[src/rtl/spi_host_pkg.sv]
// spi_host_pkg: FSM state type and frame constants for the SPI host; VERIFY_RD exists only with SPI_HOST_WR_VERIFY_EN
package spi_host_pkg;
  localparam int FRAME_BITS = 16;
  localparam int CMD_RW_BIT = 7;
  localparam int ADDR_W     = 6;
  localparam int DATA_W     = 8;
  typedef enum logic [2:0] {
    IDLE,
    SETUP,
    SHIFT,
    HOLD,
    GAP
`ifdef SPI_HOST_WR_VERIFY_EN
    , VERIFY_RD
`endif
  } state_e;
  function automatic logic [FRAME_BITS-1:0] make_frame(input logic wr, input logic [ADDR_W-1:0] addr,
                                                       input logic [DATA_W-1:0] data);
    logic [DATA_W-1:0] cmd;
    cmd = DATA_W'(addr);
    cmd[CMD_RW_BIT] = wr;
    return {cmd, wr ? data : {DATA_W{1'b0}}};
  endfunction
endpackage

[src/rtl/spi_host_if.sv]
// spi_host_if: host-side request/response bus of the SPI host
interface spi_host_if;
  import spi_host_pkg::*;
  logic              req_valid;
  logic              req_ready;
  logic              req_write;
  logic [ADDR_W-1:0] req_addr;
  logic [DATA_W-1:0] req_wdata;
  logic              rsp_valid;
  logic [DATA_W-1:0] rsp_rdata;
  logic              rsp_mismatch;
  logic              busy;
  modport master (output req_valid, req_write, req_addr, req_wdata,
                  input  req_ready, rsp_valid, rsp_rdata, rsp_mismatch, busy);
  modport slave  (input  req_valid, req_write, req_addr, req_wdata,
                  output req_ready, rsp_valid, rsp_rdata, rsp_mismatch, busy);
endinterface

[src/rtl/spi_host_clkgen.sv]
// spi_host_clkgen: sclk divider with one-cycle strobes ahead of each sclk rise and fall; held low when disabled
module spi_host_clkgen #(
  parameter int CLK_DIV = 4
) (
  input  logic clk,
  input  logic rst_n,
  input  logic en,
  output logic sclk,
  output logic rise_stb,
  output logic fall_stb
);
  logic [7:0] cnt_q, cnt_d;
  logic       sclk_q, sclk_d;
  logic       wrap;
  always_comb begin
    wrap     = cnt_q == 8'(CLK_DIV - 1);
    rise_stb = en && wrap && !sclk_q;
    fall_stb = en && wrap && sclk_q;
    cnt_d    = en && !wrap ? cnt_q + 8'd1 : 8'd0;
    sclk_d   = en && (sclk_q ^ wrap);
  end
  always_ff @(posedge clk or negedge rst_n) begin
    if (!rst_n) begin
      cnt_q  <= '0;
      sclk_q <= 1'b0;
    end else begin
      cnt_q  <= cnt_d;
      sclk_q <= sclk_d;
    end
  end
  assign sclk = sclk_q;
endmodule

[src/rtl/spi_host.sv]
// spi_host: mode-0 SPI initiator for single-register reads/writes; SPI_HOST_WR_VERIFY_EN adds an automatic readback after each write
module spi_host
  import spi_host_pkg::*;
#(
  parameter int CLK_DIV  = 4,
  parameter int CS_SETUP = 2,
  parameter int CS_HOLD  = 2
) (
  input  logic      clk,
  input  logic      rst_n,
  spi_host_if.slave bus,
  output logic      sclk,
  output logic      cs_n,
  output logic      mosi,
  input  logic      miso
);
  state_e                state_q, state_d;
  logic [15:0]           cnt_q, cnt_d;
  logic [3:0]            bit_q, bit_d;
  logic [FRAME_BITS-1:0] sh_q, sh_d;
  logic [DATA_W-1:0]     rx_q, rx_d, rdata_q, rdata_d;
  logic                  wr_q, wr_d, rsp_q, rsp_d;
  logic                  rise_stb, fall_stb, ready, accept, framing;
`ifdef SPI_HOST_WR_VERIFY_EN
  logic [ADDR_W-1:0]     addr_q, addr_d;
  logic [DATA_W-1:0]     wdata_q, wdata_d;
  logic                  mis_q, mis_d, vfy_q, vfy_d;
`endif
  spi_host_clkgen #(.CLK_DIV(CLK_DIV)) u_clkgen (
    .clk(clk), .rst_n(rst_n), .en(state_q == SHIFT),
    .sclk(sclk), .rise_stb(rise_stb), .fall_stb(fall_stb)
  );
  assign ready   = (state_q == IDLE) && rst_n;
  assign accept  = bus.req_valid && ready;
  assign framing = state_q == SETUP || state_q == SHIFT || state_q == HOLD;
  always_comb begin
    state_d = state_q;
    cnt_d   = cnt_q;
    bit_d   = bit_q;
    sh_d    = sh_q;
    rx_d    = rx_q;
    wr_d    = wr_q;
    rdata_d = rdata_q;
    rsp_d   = 1'b0;
`ifdef SPI_HOST_WR_VERIFY_EN
    addr_d  = addr_q;
    wdata_d = wdata_q;
    mis_d   = mis_q;
    vfy_d   = vfy_q;
`endif
    case (state_q)
      IDLE: if (accept) begin
        state_d = SETUP;
        cnt_d   = '0;
        sh_d    = make_frame(bus.req_write, bus.req_addr, bus.req_wdata);
        wr_d    = bus.req_write;
`ifdef SPI_HOST_WR_VERIFY_EN
        addr_d  = bus.req_addr;
        wdata_d = bus.req_wdata;
        vfy_d   = 1'b0;
`endif
      end
      SETUP: begin
        cnt_d = cnt_q + 16'd1;
        if (cnt_q == 16'(CS_SETUP - 1)) begin
          state_d = SHIFT;
          cnt_d   = '0;
          bit_d   = 4'd15;
        end
      end
      SHIFT: begin
        if (rise_stb) rx_d = {rx_q[DATA_W-2:0], miso};
        // the final fall leaves the last bit on mosi through HOLD
        if (fall_stb) begin
          if (bit_q == 4'd0) state_d = HOLD;
          else begin
            bit_d = bit_q - 4'd1;
            sh_d  = {sh_q[FRAME_BITS-2:0], 1'b0};
          end
        end
      end
      HOLD: begin
        cnt_d = cnt_q + 16'd1;
        if (cnt_q == 16'(CS_HOLD - 1)) begin
          state_d = GAP;
          cnt_d   = '0;
          rdata_d = wr_q ? '0 : rx_q;
          rsp_d   = 1'b1;
`ifdef SPI_HOST_WR_VERIFY_EN
          rsp_d   = !wr_q;
          mis_d   = vfy_q && (rx_q != wdata_q);
`endif
        end
      end
      GAP: begin
        cnt_d = cnt_q + 16'd1;
        if (cnt_q == 16'(CLK_DIV - 1)) begin
          state_d = IDLE;
          cnt_d   = '0;
`ifdef SPI_HOST_WR_VERIFY_EN
          if (wr_q) state_d = VERIFY_RD;
`endif
        end
      end
`ifdef SPI_HOST_WR_VERIFY_EN
      VERIFY_RD: begin
        state_d = SETUP;
        sh_d    = make_frame(1'b0, addr_q, wdata_q);
        wr_d    = 1'b0;
        vfy_d   = 1'b1;
      end
`endif
      default: state_d = IDLE;
    endcase
  end
  always_ff @(posedge clk or negedge rst_n) begin
    if (!rst_n) begin
      state_q <= IDLE;
      cnt_q   <= '0;
      bit_q   <= '0;
      sh_q    <= '0;
      rx_q    <= '0;
      wr_q    <= 1'b0;
      rdata_q <= '0;
      rsp_q   <= 1'b0;
`ifdef SPI_HOST_WR_VERIFY_EN
      addr_q  <= '0;
      wdata_q <= '0;
      mis_q   <= 1'b0;
      vfy_q   <= 1'b0;
`endif
    end else begin
      state_q <= state_d;
      cnt_q   <= cnt_d;
      bit_q   <= bit_d;
      sh_q    <= sh_d;
      rx_q    <= rx_d;
      wr_q    <= wr_d;
      rdata_q <= rdata_d;
      rsp_q   <= rsp_d;
`ifdef SPI_HOST_WR_VERIFY_EN
      addr_q  <= addr_d;
      wdata_q <= wdata_d;
      mis_q   <= mis_d;
      vfy_q   <= vfy_d;
`endif
    end
  end
  assign cs_n          = !framing;
  assign mosi          = framing && sh_q[FRAME_BITS-1];
  assign bus.req_ready = ready;
  assign bus.busy      = state_q != IDLE;
  assign bus.rsp_valid = rsp_q;
  assign bus.rsp_rdata = rdata_q;
`ifdef SPI_HOST_WR_VERIFY_EN
  assign bus.rsp_mismatch = mis_q;
`else
  assign bus.rsp_mismatch = 1'b0;
`endif
endmodule

[src/flat_wrapper.sv]
// flat-port wrapper written by rule: the top's interface ports become plain ports
module spi_host_flat import spi_host_pkg::*;
#(
  parameter int CLK_DIV  = 4,
  parameter int CS_SETUP = 2,
  parameter int CS_HOLD  = 2
)
  (clk, rst_n, sclk, cs_n, mosi, miso, bus_req_valid, bus_req_write, bus_req_addr, bus_req_wdata, bus_req_ready, bus_rsp_valid, bus_rsp_rdata, bus_rsp_mismatch, bus_busy);
  spi_host_if bus_i ();
  input  logic clk;
  input  logic rst_n;
  output logic sclk;
  output logic cs_n;
  output logic mosi;
  input  logic miso;
  input wire logic [$bits(bus_i.req_valid)-1:0] bus_req_valid;
  input wire logic [$bits(bus_i.req_write)-1:0] bus_req_write;
  input wire logic [$bits(bus_i.req_addr)-1:0] bus_req_addr;
  input wire logic [$bits(bus_i.req_wdata)-1:0] bus_req_wdata;
  output wire logic [$bits(bus_i.req_ready)-1:0] bus_req_ready;
  output wire logic [$bits(bus_i.rsp_valid)-1:0] bus_rsp_valid;
  output wire logic [$bits(bus_i.rsp_rdata)-1:0] bus_rsp_rdata;
  output wire logic [$bits(bus_i.rsp_mismatch)-1:0] bus_rsp_mismatch;
  output wire logic [$bits(bus_i.busy)-1:0] bus_busy;
  assign bus_i.req_valid = bus_req_valid;
  assign bus_i.req_write = bus_req_write;
  assign bus_i.req_addr = bus_req_addr;
  assign bus_i.req_wdata = bus_req_wdata;
  assign bus_req_ready = bus_i.req_ready;
  assign bus_rsp_valid = bus_i.rsp_valid;
  assign bus_rsp_rdata = bus_i.rsp_rdata;
  assign bus_rsp_mismatch = bus_i.rsp_mismatch;
  assign bus_busy = bus_i.busy;
  spi_host #(.CLK_DIV(CLK_DIV), .CS_SETUP(CS_SETUP), .CS_HOLD(CS_HOLD)) u_core (.clk(clk), .rst_n(rst_n), .bus(bus_i), .sclk(sclk), .cs_n(cs_n), .mosi(mosi), .miso(miso));
endmodule
[config.mk]
export PLATFORM = sky130hd
export DESIGN_NAME = spi_host_flat
export DESIGN_NICKNAME = d
export VERILOG_FILES = /design/src/rtl/spi_host_pkg.sv /design/src/rtl/spi_host_if.sv /design/src/rtl/spi_host_clkgen.sv /design/src/rtl/spi_host.sv /design/src/flat_wrapper.sv
export SDC_FILE = /design/constraint.sdc
export NUM_CORES = 1
export LEC_CHECK = 0
export ABC_AREA = 1
export CORE_ASPECT_RATIO = 0.75
export CORE_MARGIN = 2
export CORE_UTILIZATION = 45
export DETAILED_ROUTE_END_ITERATION = 8
export GPL_TIMING_DRIVEN = 0
export HOLD_SLACK_MARGIN = 0.02
export PLACE_DENSITY = 0.63
export SYNTH_ARGS = -nofsm -noshare
export SYNTH_HDL_FRONTEND = slang
export SYNTH_SLANG_ARGS = --single-unit
[constraint.sdc]
create_clock -name clk -period 1.5 [get_ports clk]
set_input_delay 0.15 -clock clk [delete_from_list [all_inputs] [get_ports clk]]
set_output_delay 0.15 -clock clk [all_outputs]
set_load 0.005 [all_outputs]
==> results of run 1 <==
## layer usage
metal  GRT usage  up-vias  wire length [µm]
met4      0.0577        0                96
met1       0.264     1487              4070
met3      0.0534       11               336
met2       0.299       56              4010
met5           0        -                 0
li1            -     1581                 -
## cell type report
class / count / area (µm²)
Fill cell: 661 / 2860
Multi-Input combinational cell: 311 / 2030
Sequential cell: 66 / 1660
Timing Repair Buffer: 74 / 716
Inverter: 53 / 219
Clock buffer: 11 / 151
Buffer: 11 / 135
Tap cell: 105 / 131
Clock inverter: 5 / 52.6
## report_power, final
part	leakage, nW	total, mW	switching (mW)	internal (mW)
clock	0.105	1.53	0.681	0.849
sequential	0.869	2.52	0.335	2.18
combinational	1.44	5.27	2.81	2.46
total	2.42	9.32	3.83	5.49
## what timing repair did
item	in CTS	in global routing
setup buffers	28	10
gates resized for setup	38	78
hold endpoints to repair	66	66
endpoints found under the setup margin	57	62
pin swaps	13	14
gates cloned	0	4
## how the worst min path moves through the flow
stage / start / cells after the start / slack (ns) / end
floorplan: rst_n / 0 / -0.15 / u_core.bit_q[0]$_DFFE_PN0P_
CTS: rst_n / 1 / -0.19 / u_core.u_clkgen.cnt_q[7]$_DFF_PN0_
finish: rst_n / 1 / -0.22 / u_core.u_clkgen.cnt_q[7]$_DFF_PN0_
global route: rst_n / 1 / -0.17 / u_core.u_clkgen.cnt_q[7]$_DFF_PN0_
global placement: u_core.u_clkgen.cnt_q[0]$_DFF_PN0_ / 1 / 0.45 / u_core.u_clkgen.cnt_q[0]$_DFF_PN0_
detailed placement: rst_n / 1 / 0.32 / u_core.u_clkgen.cnt_q[0]$_DFF_PN0_
## worst max-delay path, stage by stage, from the launching register on
cell and delay [ns]:
dfrtp_2 0.44, inv_2 0.09, ha_4 0.15, nand2_4 0.05
nor2_4 0.15, nand2_2 0.08, nand2_4 0.10, nand2_8 0.08
buf_8 0.15, o21bai_2 0.14, nand2_1 0.08
## Yosys cell counts, types with 3 or more instances
library cell,instances
nand2_1,130
dfrtp_1,66
inv_1,39
nand3_1,30
nor2_1,26
o21ai_2,25
nand2_2,21
o21ai_1,11
inv_2,8
nand4_1,7
buf_6,6
mux2i_1,6
o21ai_0,6
nand2_4,5
nor2_4,5
nor3_1,5
xor2_1,5
a21oi_1,4
ha_1,4
nor2_2,4
inv_4,3
nor3b_1,3
o22ai_2,3
## registers in the layout (all words and copies together), names as in the netlist
signal / cells
u_core.cnt_q: 16
u_core.sh_q: 16
u_core.bus.rsp_rdata: 8
u_core.u_clkgen.cnt_q: 8
u_core.bit_q: 4
u_core.u_clkgen.sclk: 1
u_core.state_q: 3
u_core.wr_q: 1
u_core.bus.rsp_valid: 1
u_core.rx_q: 8
## logic make-up (layout without fill, tap and decap cells)
kind of cell               count (synthesis)  in the layout  synth area share
AOI/OAI and AO/OA                         52             52             0.107
xor gates and xnor gates                   6              6            0.0142
adders and majority gates                  4              4            0.0135
buffers and inverters                     64            154            0.0851
DFF                                       66             66             0.446
muxes                                      6              6            0.0162
other                                      1              1           0.00101
and+or+nand+nor                          242            242             0.317
## per-stage QoR
stage	hold slack [ns]	TNS, ns	area (µm²)	power, mW
6_report	-0.221	-2.12	5090	9.32
5_1_grt	-0.168	-5.41	5090	9.94
4_1_cts	-0.192	-1.59	4670	8.30
3_5_place_dp	0.318	-15.93	4150	6.14
3_3_place_gp	0.447	-236.21	4160	6.04
2_1_floorplan	-0.146	0	3700	5.24
## placed cells by master, fill, tap and decap left out, types with 9 or more instances in the layout
cell type	instances
clkdlybuf4s50_1	27
nand2_1	112
nor2_1	22
clkbuf_8	11
o21ai_1	13
inv_1	35
dfrtp_1	60
buf_4	30
o21ai_2	25
nand2_4	17
nand3_1	19
nand2_2	26
inv_2	9
buf_6	16
nor2_4	11
==> impl_metrics.ini, run 1 <==
[outcome]
status = finished with violations
violations = negative hold slack, negative setup slack

[setup_path]
required_ns = 1.74
path_class = register to register
r2r-end = u_core.state_q[1]$_DFFE_PN0P_
critPathLaunch = u_core.cnt_q[1]$_DFFE_PN0P_
start_kind = register
worst-r2r-setup-slack_ns = -0.13
reg2reg_from = u_core.cnt_q[1]$_DFFE_PN0P_
cp-end-kind = register
cp-endpoint = u_core.state_q[1]$_DFFE_PN0P_
critical_path_arrival_ns = 1.86
reg2regPathDepth = 10
path_max_fanout = 5

[route]
via_per_inst = 4.93
num_vias = 3135
first_pass_iters = 5
drt_iter0_drc = 142
ant_nets = 0
wl_per_cell_um = 13.4
drc_errors = 0
wl_mm = 8.51

[global_routing]
grt_max_degree = 68
antenna_found_initial = 0
overflow = 0
grt_pass1_vias = 2920
grt.total_usage = 0.193
grt_pass1_wl_mm = 13.4

[timing]
drv_slew = 0
worst_slew_pin_slew_ns = 0.609
post-route-min-period_ns = 1.63
final.period_utilization = 1.08
rsz0062_at_grt = true
maxSlewHeadroom = 0.594
holdWs_ns = -0.221
fmax_mhz = 615
hold_viol = 66
clock_skew_ns = 0.00985
report.final.setup_viol = 36
setup_slack_ns = -0.125

[placed_design]
place_congestion = 0.804
post-place-ws_ns = -0.510
hpwl_mm = 5.24
portBuffers = 32
placed_cells = 578

[clock_tree]
cts_buffers = 9
clk_pin_slew_ns = 0.08
h-tree-depth = 3
clock_latency_ns = 0.35
cts_root_buf = clkbuf_8
cts_tree = yes
ctsLongestPathBuffers = 2
cts_sinks = 66

[power]
power.leakage_nw = 2.42
powerDensity_mw_per_mm2 = 1830
ir_drop_mv = 0.882

[cells_and_area]
area_growth_pct = 37.5
fin_cells = 636
drive_gt1_frac = 0.384
nets = 549
diodes = 0
final_core_util = 0.640

[logic_synthesis]
ys_seq_elements = 66
synth.distinct_cells = 38
syn_area_mm2 = 0.00370
synthesis.nets = 464
yosys.area.top_type = dfrtp_1
synthCells = 441
ys_top_cells_by_area = dfrtp_1, nand2_1, o21ai_2
synth_edf_count = 0
async_reset_ff_frac = 1.00
yosysWarnings = 0
synthFlopType = dfrtp_1
synth.avg_cell_area_um2 = 8.40
synth_seq_area_share = 0.446
synth_top_area_share = 0.446

[floorplanning]
die_area_mm2 = 0.00898
dieWidth_um = 109
io_pins = 34
die_h_um = 82.6
fp-row-count = 28
initial_utilization = 0.466
coreArea_mm2 = 0.00795

[min_path]
min_path_type = primary input to async pin

[run]
drv_cap = 0
Power figures use the tool's default switching activity.
==> run 2, diff against run 1 <==
--- a/config.mk
+++ b/config.mk
@@ -12,7 +12,6 @@
 export DETAILED_ROUTE_END_ITERATION = 8
 export GPL_TIMING_DRIVEN = 0
 export HOLD_SLACK_MARGIN = 0.02
-export PLACE_DENSITY = 0.63
 export SYNTH_ARGS = -nofsm -noshare
 export SYNTH_HDL_FRONTEND = slang
 export SYNTH_SLANG_ARGS = --single-unit
==> constraint.sdc (replaced) <==
create_clock -name clk -period 1.6 [get_ports clk]
set_input_delay 0.16 -clock clk [delete_from_list [all_inputs] [get_ports clk]]
set_output_delay 0.16 -clock clk [all_outputs]
set_load 0.005 [all_outputs]
==> run 2 against run 1 <==
The run still ends with negative hold slack, negative setup slack left. Flip-flop and latch count is the same. Clock power shrank 7%. Sequential share of layout area grew 2.1 points. Utilization shrank 4.0 points. Die area is the same.
==> impl_metrics.ini, run 2 (same netlist as run 1, synthesis figures left out) <==
[power]
power.leakage_nw = 2.30
powerDensity_mw_per_mm2 = 1710
comb_power_share = 0.537
seqPwrFrac = 0.288
p_total_mw = 8.16
power.switching_mw = 3.32
clockPowerShare = 0.175
ir_drop_mv = 0.939
p_int_mw = 4.84
p_sw_frac = 0.407

[cells_and_area]
drive_gt1_frac = 0.311
area_growth_pct = 28.9
mostFrequentLayoutCells = nand2_1, dfrtp_1, inv_1, nand3_1, clkdlybuf4s50_1
multi_input_area_mm2 = 0.00188
fillCellCount = 707
fin_cells = 620
diodes = 0
seq_area_mm2 = 0.00166
reg.largest.list = u_core.cnt_q (16), u_core.sh_q (16)
nets = 533
final_core_util = 0.600
final_common_cell = nand2_1

[setup_path]
start_kind = register
path_max_fanout = 6
required_ns = 1.84
path_class = register to register
cp.depth = 9
crit_slowest_cell = dfrtp_1
r2r-end = u_core.sh_q[3]$_DFFE_PN0P_
cp-end-kind = register
critPathMaxStageDelay_ns = 0.35
worst-r2r-setup-slack_ns = -0.004
crit_chain = ha_2 -> nand2_2 -> nor2_2 -> nand2_2 -> o21ai_4 -> nand3_4 -> buf_12 -> nand2_4 -> o21ai_2
cpMostUsedCell = nand2_2
reg2reg_from = u_core.u_clkgen.cnt_q[0]$_DFF_PN0_
crit_buf_inv = 1
crit_family = simple AND/OR/NAND/NOR gates
critical_path_arrival_ns = 1.84
reg2regPathDepth = 9

[clock_tree]
cts_root_buf = clkbuf_8
cts_sinks = 66
cts_buffers = 9
ctsLongestPathBuffers = 2
h-tree-depth = 3
cts_tree = yes
clk_pin_slew_ns = 0.07
clock_latency_ns = 0.35

[timing]
post-route-min-period_ns = 1.60
drv_slew = 0
setup_slack_ns = -0.00410
clock_skew_ns = 0.00883
hold_viol = 66
maxSlewHeadroom = 0.588
rsz0062_at_grt = true
report.final.setup_viol = 3
final.period_utilization = 1.00
holdWs_ns = -0.210
fmax_mhz = 623
worst_slew_pin_slew_ns = 0.617

[global_routing]
overflow = 0
grt_max_degree = 68
grt_pass1_wl_mm = 13.2
grt_pass1_vias = 2712
grt.total_usage = 0.193
antenna_found_initial = 0

[run]
drv_cap = 0

[route]
via_per_inst = 4.79
wl_per_cell_um = 12.9
ant_nets = 0
drc_errors = 0
num_vias = 2968
first_pass_iters = 4
drt_iter0_drc = 127
wl_mm = 8.02

[floorplanning]
die_area_mm2 = 0.00898
dieWidth_um = 109
initial_utilization = 0.466
die_h_um = 82.6
fp-row-count = 28
io_pins = 34
coreArea_mm2 = 0.00795

[outcome]
status = finished with violations
violations = negative hold slack, negative setup slack

[min_path]
min_path_type = primary input to async pin

[placed_design]
place_congestion = 0.852
hpwl_mm = 5.32
portBuffers = 32
placed_cells = 578
## run 2: area by class of cell
cell class                      instances  share of cell area
Multi-Input combinational cell        311               0.393
Sequential cell                        66               0.347
Timing Repair Buffer                   59               0.119
Inverter                               53              0.0445
Clock buffer                           14              0.0341
Tap cell                              105              0.0275
Buffer                                 10              0.0267
Clock inverter                          2             0.00734
## run 2: worst max-delay path by stage
stage	start	to	slack (ns)
after detailed placement	rst_n	u_core.sh_q[8]$_DFFE_PN0P_	-0.43
after CTS	u_core.u_clkgen.cnt_q[1]$_DFF_PN0_	u_core.sh_q[14]$_DFFE_PN0P_	-0.02
after global placement	rst_n	u_core.sh_q[9]$_DFFE_PN0P_	-2.76
final	u_core.u_clkgen.cnt_q[0]$_DFF_PN0_	u_core.sh_q[3]$_DFFE_PN0P_	-0.004
after global routing	u_core.u_clkgen.cnt_q[0]$_DFF_PN0_	u_core.sh_q[3]$_DFFE_PN0P_	-0.08
after floorplan	u_core.u_clkgen.cnt_q[0]$_DFF_PN0_	u_core.sh_q[10]$_DFFE_PN0P_	0.12
## run 2: repair_timing
item / 4_1_cts / 5_1_grt
gates resized for setup: 22 / 41
hold endpoints to repair: 66 / 66
cloned: 1 / 1
setup buffers: 12 / 13
pin swaps: 5 / 11
setup endpoints to repair: 27 / 55
## run 2: power by group through the flow
stage	Sequential, mW	Clock, mW	Combinational [mW]
after floorplan	2.31	0	2.61
after global placement	2.35	0	3.34
after detailed placement	2.35	0	3.40
after CTS	2.30	1.49	3.91
after global routing	2.40	1.53	4.80
final	2.35	1.43	4.38
## run 2: per-layer routing
| metal | vias to the layer above | track usage | part of all wire |
|---|---|---|---|
| met3 | 10 | 0.0502 | 0.042 |
| met4 | 0 | 0.0654 | 0.012 |
| met5 | - | 0 | 0 |
| li1 | 1544 | - | - |
| met2 | 40 | 0.291 | 0.44 |
| met1 | 1374 | 0.270 | 0.50 |
## run 2: through the flow
stage / TNS [ns] / worst slack, ns / hold WS (ns) / instance area, µm²
after floorplan: 0 / 0.117 / -0.136 / 3700
after global placement: -226.94 / -2.76 / 0.450 / 4160
after detailed placement: -11.45 / -0.428 / 0.336 / 4150
after CTS: -0.0826 / -0.0187 / -0.183 / 4510
after global routing: -1.22 / -0.0810 / -0.151 / 4770
final: -0.00738 / -0.00410 / -0.210 / 4770
